`src/rtl/fetch_ctrl_pkg.sv`:
```
// fetch_ctrl_pkg -- shared types and constants for the instruction-fetch
// controller.
//   PERF_W_DEFAULT : default width of the optional performance counters
//   fetch_state_e  : FSM state encoding. state_o exposes this encoding for debug.
//   branch_window  : true in the states where a taken branch is acted on.
package fetch_ctrl_pkg;

  localparam int unsigned PERF_W_DEFAULT = 32;

  typedef enum logic [2:0] {
    ST_HOLD     = 3'd0,
    ST_FETCH    = 3'd1,
    ST_MEM_WAIT = 3'd2,
    ST_STALL    = 3'd3,
    ST_REDIRECT = 3'd4
  } fetch_state_e;

  // HOLD has no valid PC yet. REDIRECT already carries a bubble in EX.
  // A taken branch is ignored in both of them.
  function automatic logic branch_window(input fetch_state_e s);
    logic ok;
    case (s)
      ST_FETCH, ST_MEM_WAIT, ST_STALL: ok = 1'b1;
      default:                         ok = 1'b0;
    endcase
    return ok;
  endfunction

endpackage

```
`src/rtl/fetch_ctrl_sat_counter.sv`:
```
// sat_counter -- event counter that saturates at all-ones.
//   clk     : clock
//   rst_n   : asynchronous active-low reset (clears the count)
//   inc_i   : count one event at the coming edge
//   clear_i : synchronous clear; takes priority over inc_i
//   value_o : current count (registered)
module sat_counter #(
  parameter int unsigned WIDTH = 32
) (
  input  logic             clk,
  input  logic             rst_n,
  input  logic             inc_i,
  input  logic             clear_i,
  output logic [WIDTH-1:0] value_o
);

  logic [WIDTH-1:0] cnt_q;
  logic [WIDTH-1:0] cnt_d;

  // Next count: clear wins. Otherwise increment until all-ones, then hold.
  always_comb begin
    cnt_d = cnt_q;
    if (clear_i) begin
      cnt_d = '0;
    end else if (inc_i && (cnt_q != {WIDTH{1'b1}})) begin
      cnt_d = cnt_q + WIDTH'(1'b1);
    end else begin
      cnt_d = cnt_q;
    end
  end

  // Count register.
  always_ff @(posedge clk or negedge rst_n) begin
    if (!rst_n) begin
      cnt_q <= '0;
    end else begin
      cnt_q <= cnt_d;
    end
  end

  assign value_o = cnt_q;

endmodule

```
`src/rtl/fetch_ctrl.sv`:
```
// fetch_ctrl -- instruction-fetch control FSM. It drives the PC enable, the
// branch selects and the pipeline flushes.
//   clk, reset            : clock, asynchronous active-low reset
//   imem_ready            : instruction memory returns the fetch this cycle
//   stall                 : hazard unit freeze request for IF/ID
//   br_valid/taken/uncond : branch resolution from EX
//   imem_req, pc_en       : fetch request, PC load enable
//   br_sel, uncond_sel    : PC datapath selects
//   flush_if, flush_id    : pipeline register invalidates
//   state_o               : current state encoding (debug)
//   perf_*_cnt            : saturating counters, present only when
//                           FETCH_CTRL_PERF_EN is defined
// Outputs are Mealy: they are decoded from the state register and the
// current inputs.
module fetch_ctrl
  import fetch_ctrl_pkg::*;
#(
  parameter int unsigned PERF_W = PERF_W_DEFAULT
) (
  input  logic       clk,
  input  logic       reset,
  input  logic       imem_ready,
  input  logic       stall,
  input  logic       br_valid,
  input  logic       br_taken,
  input  logic       br_uncond,
  output logic       imem_req,
  output logic       pc_en,
  output logic       br_sel,
  output logic       uncond_sel,
  output logic       flush_if,
  output logic       flush_id,
  output logic [2:0] state_o
`ifdef FETCH_CTRL_PERF_EN
  ,
  output logic [PERF_W-1:0] perf_stall_cnt,
  output logic [PERF_W-1:0] perf_flush_cnt,
  output logic [PERF_W-1:0] perf_wait_cnt
`endif
);

  fetch_state_e state_q;
  fetch_state_e state_d;
  logic         redirect_s;
  logic         imem_req_s;
  logic         pc_en_s;
  logic         br_sel_s;
  logic         uncond_sel_s;
  logic         flush_if_s;
  logic         flush_id_s;

  // A taken branch that is accepted this cycle. It overrides stall and imem_ready.
  assign redirect_s = br_valid & br_taken & branch_window(state_q);

  // Next-state and Mealy output decode.
  always_comb begin
    state_d      = state_q;
    imem_req_s   = 1'b0;
    pc_en_s      = 1'b0;
    br_sel_s     = 1'b0;
    uncond_sel_s = 1'b0;
    flush_if_s   = 1'b0;
    flush_id_s   = 1'b0;
    if (redirect_s) begin
      // imem_req still follows the state. Any outstanding fetch is dropped
      // because REDIRECT ignores imem_ready.
      imem_req_s   = (state_q != ST_STALL);
      pc_en_s      = 1'b1;
      br_sel_s     = 1'b1;
      uncond_sel_s = br_uncond;
      flush_if_s   = 1'b1;
      flush_id_s   = 1'b1;
      state_d      = ST_REDIRECT;
    end else begin
      case (state_q)
        ST_HOLD: begin
          state_d = ST_FETCH;
        end
        ST_FETCH: begin
          imem_req_s = 1'b1;
          if (stall) begin
            state_d = ST_STALL;
          end else if (!imem_ready) begin
            state_d = ST_MEM_WAIT;
          end else begin
            pc_en_s = 1'b1;
            state_d = ST_FETCH;
          end
        end
        ST_MEM_WAIT: begin
          // Stall is only examined once the pending fetch has returned.
          imem_req_s = 1'b1;
          if (!imem_ready) begin
            state_d = ST_MEM_WAIT;
          end else if (stall) begin
            state_d = ST_STALL;
          end else begin
            pc_en_s = 1'b1;
            state_d = ST_FETCH;
          end
        end
        ST_STALL: begin
          if (stall) begin
            state_d = ST_STALL;
          end else begin
            state_d = ST_FETCH;
          end
        end
        ST_REDIRECT: begin
          flush_if_s = 1'b1;
          state_d    = ST_FETCH;
        end
        default: begin
          state_d = ST_HOLD;
        end
      endcase
    end
  end

  // State register. Reset forces HOLD without waiting for a clock edge.
  always_ff @(posedge clk or negedge reset) begin
    if (!reset) begin
      state_q <= ST_HOLD;
    end else begin
      state_q <= state_d;
    end
  end

  // Gating with reset holds every output at 0 while reset is asserted, even
  // though the inputs are live.
  assign imem_req   = reset & imem_req_s;
  assign pc_en      = reset & pc_en_s;
  assign br_sel     = reset & br_sel_s;
  assign uncond_sel = reset & uncond_sel_s;
  assign flush_if   = reset & flush_if_s;
  assign flush_id   = reset & flush_id_s;
  assign state_o    = state_q;

`ifdef FETCH_CTRL_PERF_EN
  sat_counter #(.WIDTH(PERF_W)) u_stall_cnt (
    .clk     (clk),
    .rst_n   (reset),
    .inc_i   (state_q == ST_STALL),
    .clear_i (1'b0),
    .value_o (perf_stall_cnt)
  );

  sat_counter #(.WIDTH(PERF_W)) u_flush_cnt (
    .clk     (clk),
    .rst_n   (reset),
    .inc_i   (redirect_s),
    .clear_i (1'b0),
    .value_o (perf_flush_cnt)
  );

  sat_counter #(.WIDTH(PERF_W)) u_wait_cnt (
    .clk     (clk),
    .rst_n   (reset),
    .inc_i   (state_q == ST_MEM_WAIT),
    .clear_i (1'b0),
    .value_o (perf_wait_cnt)
  );
`else
  // PERF_W only sizes the counter ports. This build omits those ports.
  if (PERF_W == 0) begin : g_perf_w_unused
  end
`endif

endmodule

```
`config.mk`:
```
export PLATFORM = sky130hd
export DESIGN_NAME = fetch_ctrl
export DESIGN_NICKNAME = d
export VERILOG_FILES = /design/src/rtl/fetch_ctrl_pkg.sv /design/src/rtl/fetch_ctrl_sat_counter.sv /design/src/rtl/fetch_ctrl.sv
export SDC_FILE = /design/constraint.sdc
export NUM_CORES = 1
export LEC_CHECK = 0
export CORE_AREA = 2 2 39 41
export CTS_BUF_LIST = sky130_fd_sc_hd__clkbuf_8
export DETAILED_ROUTE_END_ITERATION = 8
export DIE_AREA = 0 0 41 43
export PLACE_DENSITY = 0.42
export SLEW_MARGIN = 15
export SYNTH_ARGS = -nofsm -noshare
export SYNTH_HDL_FRONTEND = slang
export SYNTH_SLANG_ARGS = --single-unit
```
`constraint.sdc`:
```
create_clock -name clk -period 2.24 [get_ports clk]
set_clock_uncertainty 0.15 [all_clocks]
set_input_delay 0.448 -clock clk [delete_from_list [all_inputs] [get_ports clk]]
set_output_delay 0.448 -clock clk [all_outputs]
set_load 0.01 [all_outputs]
```
== Yosys cells after proc, flatten, opt, wreduce, memory -nomap -nowiden ==
Index checks and enable logic that the tools add are counted.

* Register bits after elaboration: 3
* Input port bits: 7
* Output and inout port bits: 9
* Logic and storage cells: 36

* Equal/unequal tests: 5
* Bitwise operators: 7
* Multiplexer cells: 19
* Reductions and logical operators: 4

{| class="wikitable"
|+ Operators with widths
! cell !! count
|-
| $mux W1 || 12
|-
| $mux W2 || 4
|-
| $pmux W2 S4 || 1
|-
| $and A1 B1 Y1 || 7
|-
| $eq A3 B2 Y1 const B || 2
|-
| $reduce_or A2 Y1 || 2
|-
| $eq A3 B1 Y1 const B || 1
|-
| $eq A3 B3 Y1 const B || 1
|-
| $logic_not A3 Y1 || 1
|-
| $mux W3 || 1
|-
| $ne A3 B2 Y1 const B || 1
|-
| $reduce_or A3 Y1 || 1
|-
| $pmux W1 S2 || 1
|}

== Longest topological paths before layout ==
* Depth after elaboration: 6
* Depth in mapped cells: 3

== Worst setup path before layout ==
Ideal clock, no wire load.

* Kind: reg-to-output
* From: register state_q[2], in the netlist state_o[2]
* To: output port uncond_sel
* Setup slack: 553 ps
* Arrival time: 1089 ps
* Required time: 1642 ps
* Stages on the path, launching flop included: 4
* Path through: dfrtp_1 -> or2b_4 -> nor2_2 -> and2_1

* Word-level cells in the longest chain between the ends: 6
* Elaborated cells on any way between the ends: 8
* Classes of those cells: eq/ne: 3; mux: 2; bitwise: 2; reduce/logical: 1

{| class="wikitable"
|+ RTL lines
! item !! RTL line !! RTL
|-
| from (decl) || fetch_ctrl.sv:42 || <nowiki>fetch_state_e state_q;</nowiki>
|-
| from (signal assigned) || fetch_ctrl.sv:125 || <nowiki>state_q <= state_d;</nowiki>
|-
| $eq A3 B2 Y1 or $eq A3 B1 Y1 (tied branches) || fetch_ctrl_pkg.sv:22 || <nowiki>case (s)</nowiki>
|-
| $reduce_or A3 Y1 (*) || fetch_ctrl_pkg.sv:22 ||
|-
| $mux W1 (*) || fetch_ctrl_pkg.sv:22 ||
|-
| $and A1 B1 Y1 (*) || fetch_ctrl.sv:53 || <nowiki>assign redirect_s = br_valid & br_taken & branch_window(state_q);</nowiki>
|-
| $mux W1 (*) || fetch_ctrl.sv:64 || <nowiki>if (redirect_s) begin</nowiki>
|-
| $and A1 B1 Y1 (*) || fetch_ctrl.sv:134 || <nowiki>assign uncond_sel = reset & uncond_sel_s;</nowiki>
|-
| to (decl) || fetch_ctrl.sv:30 || <nowiki>output logic uncond_sel,</nowiki>
|}

Every way passes the cells marked *; elsewhere a longest branch is shown, timed or not.

== Worst setup path after layout ==
* From: input port reset
* To: output port uncond_sel

* Word-level cells in the longest chain between the ends: 1

{| class="wikitable"
|+ RTL lines
! item !! RTL line !! RTL
|-
| from (decl) || fetch_ctrl.sv:21 || <nowiki>input logic reset,</nowiki>
|-
| $and A1 B1 Y1 || fetch_ctrl.sv:134 ||
|}

No other way between the ends.

==> results.json <==
{
  "cp.arrival_ns": 1.58,
  "grt_max_degree": 8,
  "post-route-period-util_pct": 97.4,
  "yosys.area.top_type": "dfrtp_1",
  "hold-worst-slack_ns": 0.371,
  "ys_seq_area_share_pct": 36.6,
  "tightest_slew_ns": 0.280,
  "clockBufferDepth": 2,
  "cts_root_buffer": "clkbuf_8",
  "rows": 14,
  "fmax_ghz": 0.458,
  "wirelength_um": 675,
  "first_global_vias": 272,
  "antenna_found_initial": 0,
  "die_area_mm2": 0.00176,
  "critPathLaunchType": "input pin",
  "dr.pass1.iters": 2,
  "syn-num-nets": 28,
  "synth_edf_count": 0,
  "leakage_nw": 0.202,
  "numCtsBuffers": 3,
  "stdcell_count": 60,
  "clock_sink_count": 3,
  "cp_slowest_cell": "clkdlybuf4s50_1",
  "die_w_um": 41,
  "path_buf_inv": 2,
  "synth_most_common_cell": "dfrtp_1",
  "core-area_mm2": 0.00138,
  "setup_viol": 0,
  "hp-class": "input pin to async pin",
  "hpwl_um": 509,
  "rsz0062_at_grt": "yes",
  "antenna_cells": 0,
  "start_util_pct": 14.8,
  "cts-hold-fix-buffers": 0,
  "clkLatencyLatePin_ns": 0.22,
  "nNetsFinal": 52,
  "peakVddDrop_v": 0.000246,
  "avgViaCountPerCell": 4.32,
  "synthArstFlopShare_pct": 100,
  "path_clk_slew_ns": 0.03,
  "grt_usage_pct": 9.84,
  "worstSetupPathType": "input pin to output port",
  "grt_pass1_wl_mm": 1.12,
  "dp_slack_ns": -0.390,
  "area_delta_synth_final_pct": 111,
  "synth-seq-cells": 3,
  "yosysUniqueCellTypes": 17,
  "synth_warnings": 0,
  "finalPower_mw": 0.395,
  "power.density_mw_per_mm2": 912,
  "largest_register_ffs": 3,
  "place_inst": 56,
  "cts.htree.levels": 1,
  "fp.dieH_um": 43,
  "boundaryPins": 16,
  "drive_gt1_share_pct": 43.2,
  "vias": 259,
  "synth_top_area_share_pct": 36.6,
  "maxCapViolations": 0,
  "hold_viol_final": 0,
  "layout_setup_ws_ns": 0.0579,
  "syn_inst": 21,
  "ys.flop_type": "dfrtp_1",
  "gp_congestion": 0.575,
  "overflow": 0,
  "cts_tree": "yes",
  "outcome": "complete, no violations",
  "slew_headroom_pct": 81.3,
  "cp-end-kind": "output port",
  "worstPathRequired_ns": 1.64,
  "drtAntennaViolNets": 0,
  "critPathMaxFanout": 4,
  "synth_area_per_cell_um2": 9.77,
  "cp_slowest_stage_delay_ns": 0.47,
  "worst_path_dominant_cell_family": "buffers and inverters",
  "syn_area_um2": 205,
  "first_iter_violations": 1,
  "yosys-top-cells-area": "dfrtp_1, nor2_2, o211ai_2",
  "cp_cell_sequence": "clkdlybuf4s50_1 > or2b_4 > nor2_4 > and2_1 > clkbuf_2",
  "wl_per_cell_um": 11.3,
  "netlist_top_cells_count": "dfrtp_1, a21oi_1, nor2_2",
  "final.min_clock_period_ns": 2.18,
  "final_max_slew_viol_count": 0,
  "drc": 0,
  "numPortBuffers": 15
}
==> worst paths after layout <==
path,depth (start not counted),startpoint,to,slack [ns]
setup / recovery,5,reset,uncond_sel,0.06
hold / removal,2,reset,state_o[0],0.37
setup reg to reg,3,state_o[1],state_o[2],1.01
hold reg to reg,2,state_o[2],state_o[2],0.41
max in group asynchronous,2,reset,state_o[2],1.47
min in group clk,2,state_o[2],state_o[2],0.41
==> cells in the final DEF (no fill, tap or decap) <==
master           netlist  routed
nand2_1                1       1
a21o_1                 1       1
o22ai_1                1       1
and2_1                 1       1
dfrtp_1                3       3
or2b_4                 1       1
xnor2_1                1       1
nor2_4                 0       2
o211ai_2               1       1
buf_4                  1       6
o32ai_1                1       1
clkbuf_8               0       3
buf_2                  0       2
clkbuf_2               0       3
o221a_2                1       1
clkdlybuf4s50_1        0       9
a21boi_0               1       1
a31o_1                 1       1
inv_1                  1       2
a21oi_1                2       2
nor2_1                 1       1
==> area by class of cell <==
type / count / area (µm²)
multi-input combinational: 16 / 129
timing repair buffer: 20 / 160
clock inverter: 1 / 3.75
fill: 157 / 951
clock buffer: 3 / 41.3
sequential: 3 / 75.1
inverter: 1 / 3.75
tap: 16 / 20.0
==> power breakdown <==
part,switching [mW],internal (mW)
Clock,0.0368,0.117
Sequential,0.0247,0.0673
Combinational,0.0607,0.0886
==> cells by family after synthesis <==
logic type / after synthesis / share of synthesized area, %
buf+inv: 2 / 5.49
flops: 3 / 36.6
simple gates: 6 / 18.3
xor+xnor: 1 / 4.27
compound gates: 9 / 35.4
==> through the flow <==
| step | instance area, µm² | TNS (ns) | util (%) |
|---|---|---|---|
| 2_1_floorplan | 205 | 0 | - |
| 4_1_cts | 452 | -0.0564 | 32.6 |
| 3_3_place_gp | 405 | -1.84 | 29.3 |
| 3_5_place_dp | 405 | -1.95 | 29.3 |
| 5_1_grt | 433 | -0.0106 | 31.3 |
| 6_report | 433 | 0 | 31.3 |
==> layer usage <==
metal | routed length [µm] | GRT usage, % | vias up
met5 | 0 | 0 | -
met4 | 0 | 8.00 | 0
met3 | 98 | 5.24 | 0
met2 | 296 | 13.1 | 15
met1 | 280 | 10.9 | 122
li1 | - | - | 122
==> what timing repair did <==
item | 4_1_cts | 5_1_grt
gates resized for setup | 17 | 6
gates cloned | 0 | 0
setup buffers | 0 | 0
pin swaps | 0 | 2
setup endpoints to repair | 6 | 5
No activity file was read; power rests on OpenSTA's default activity.
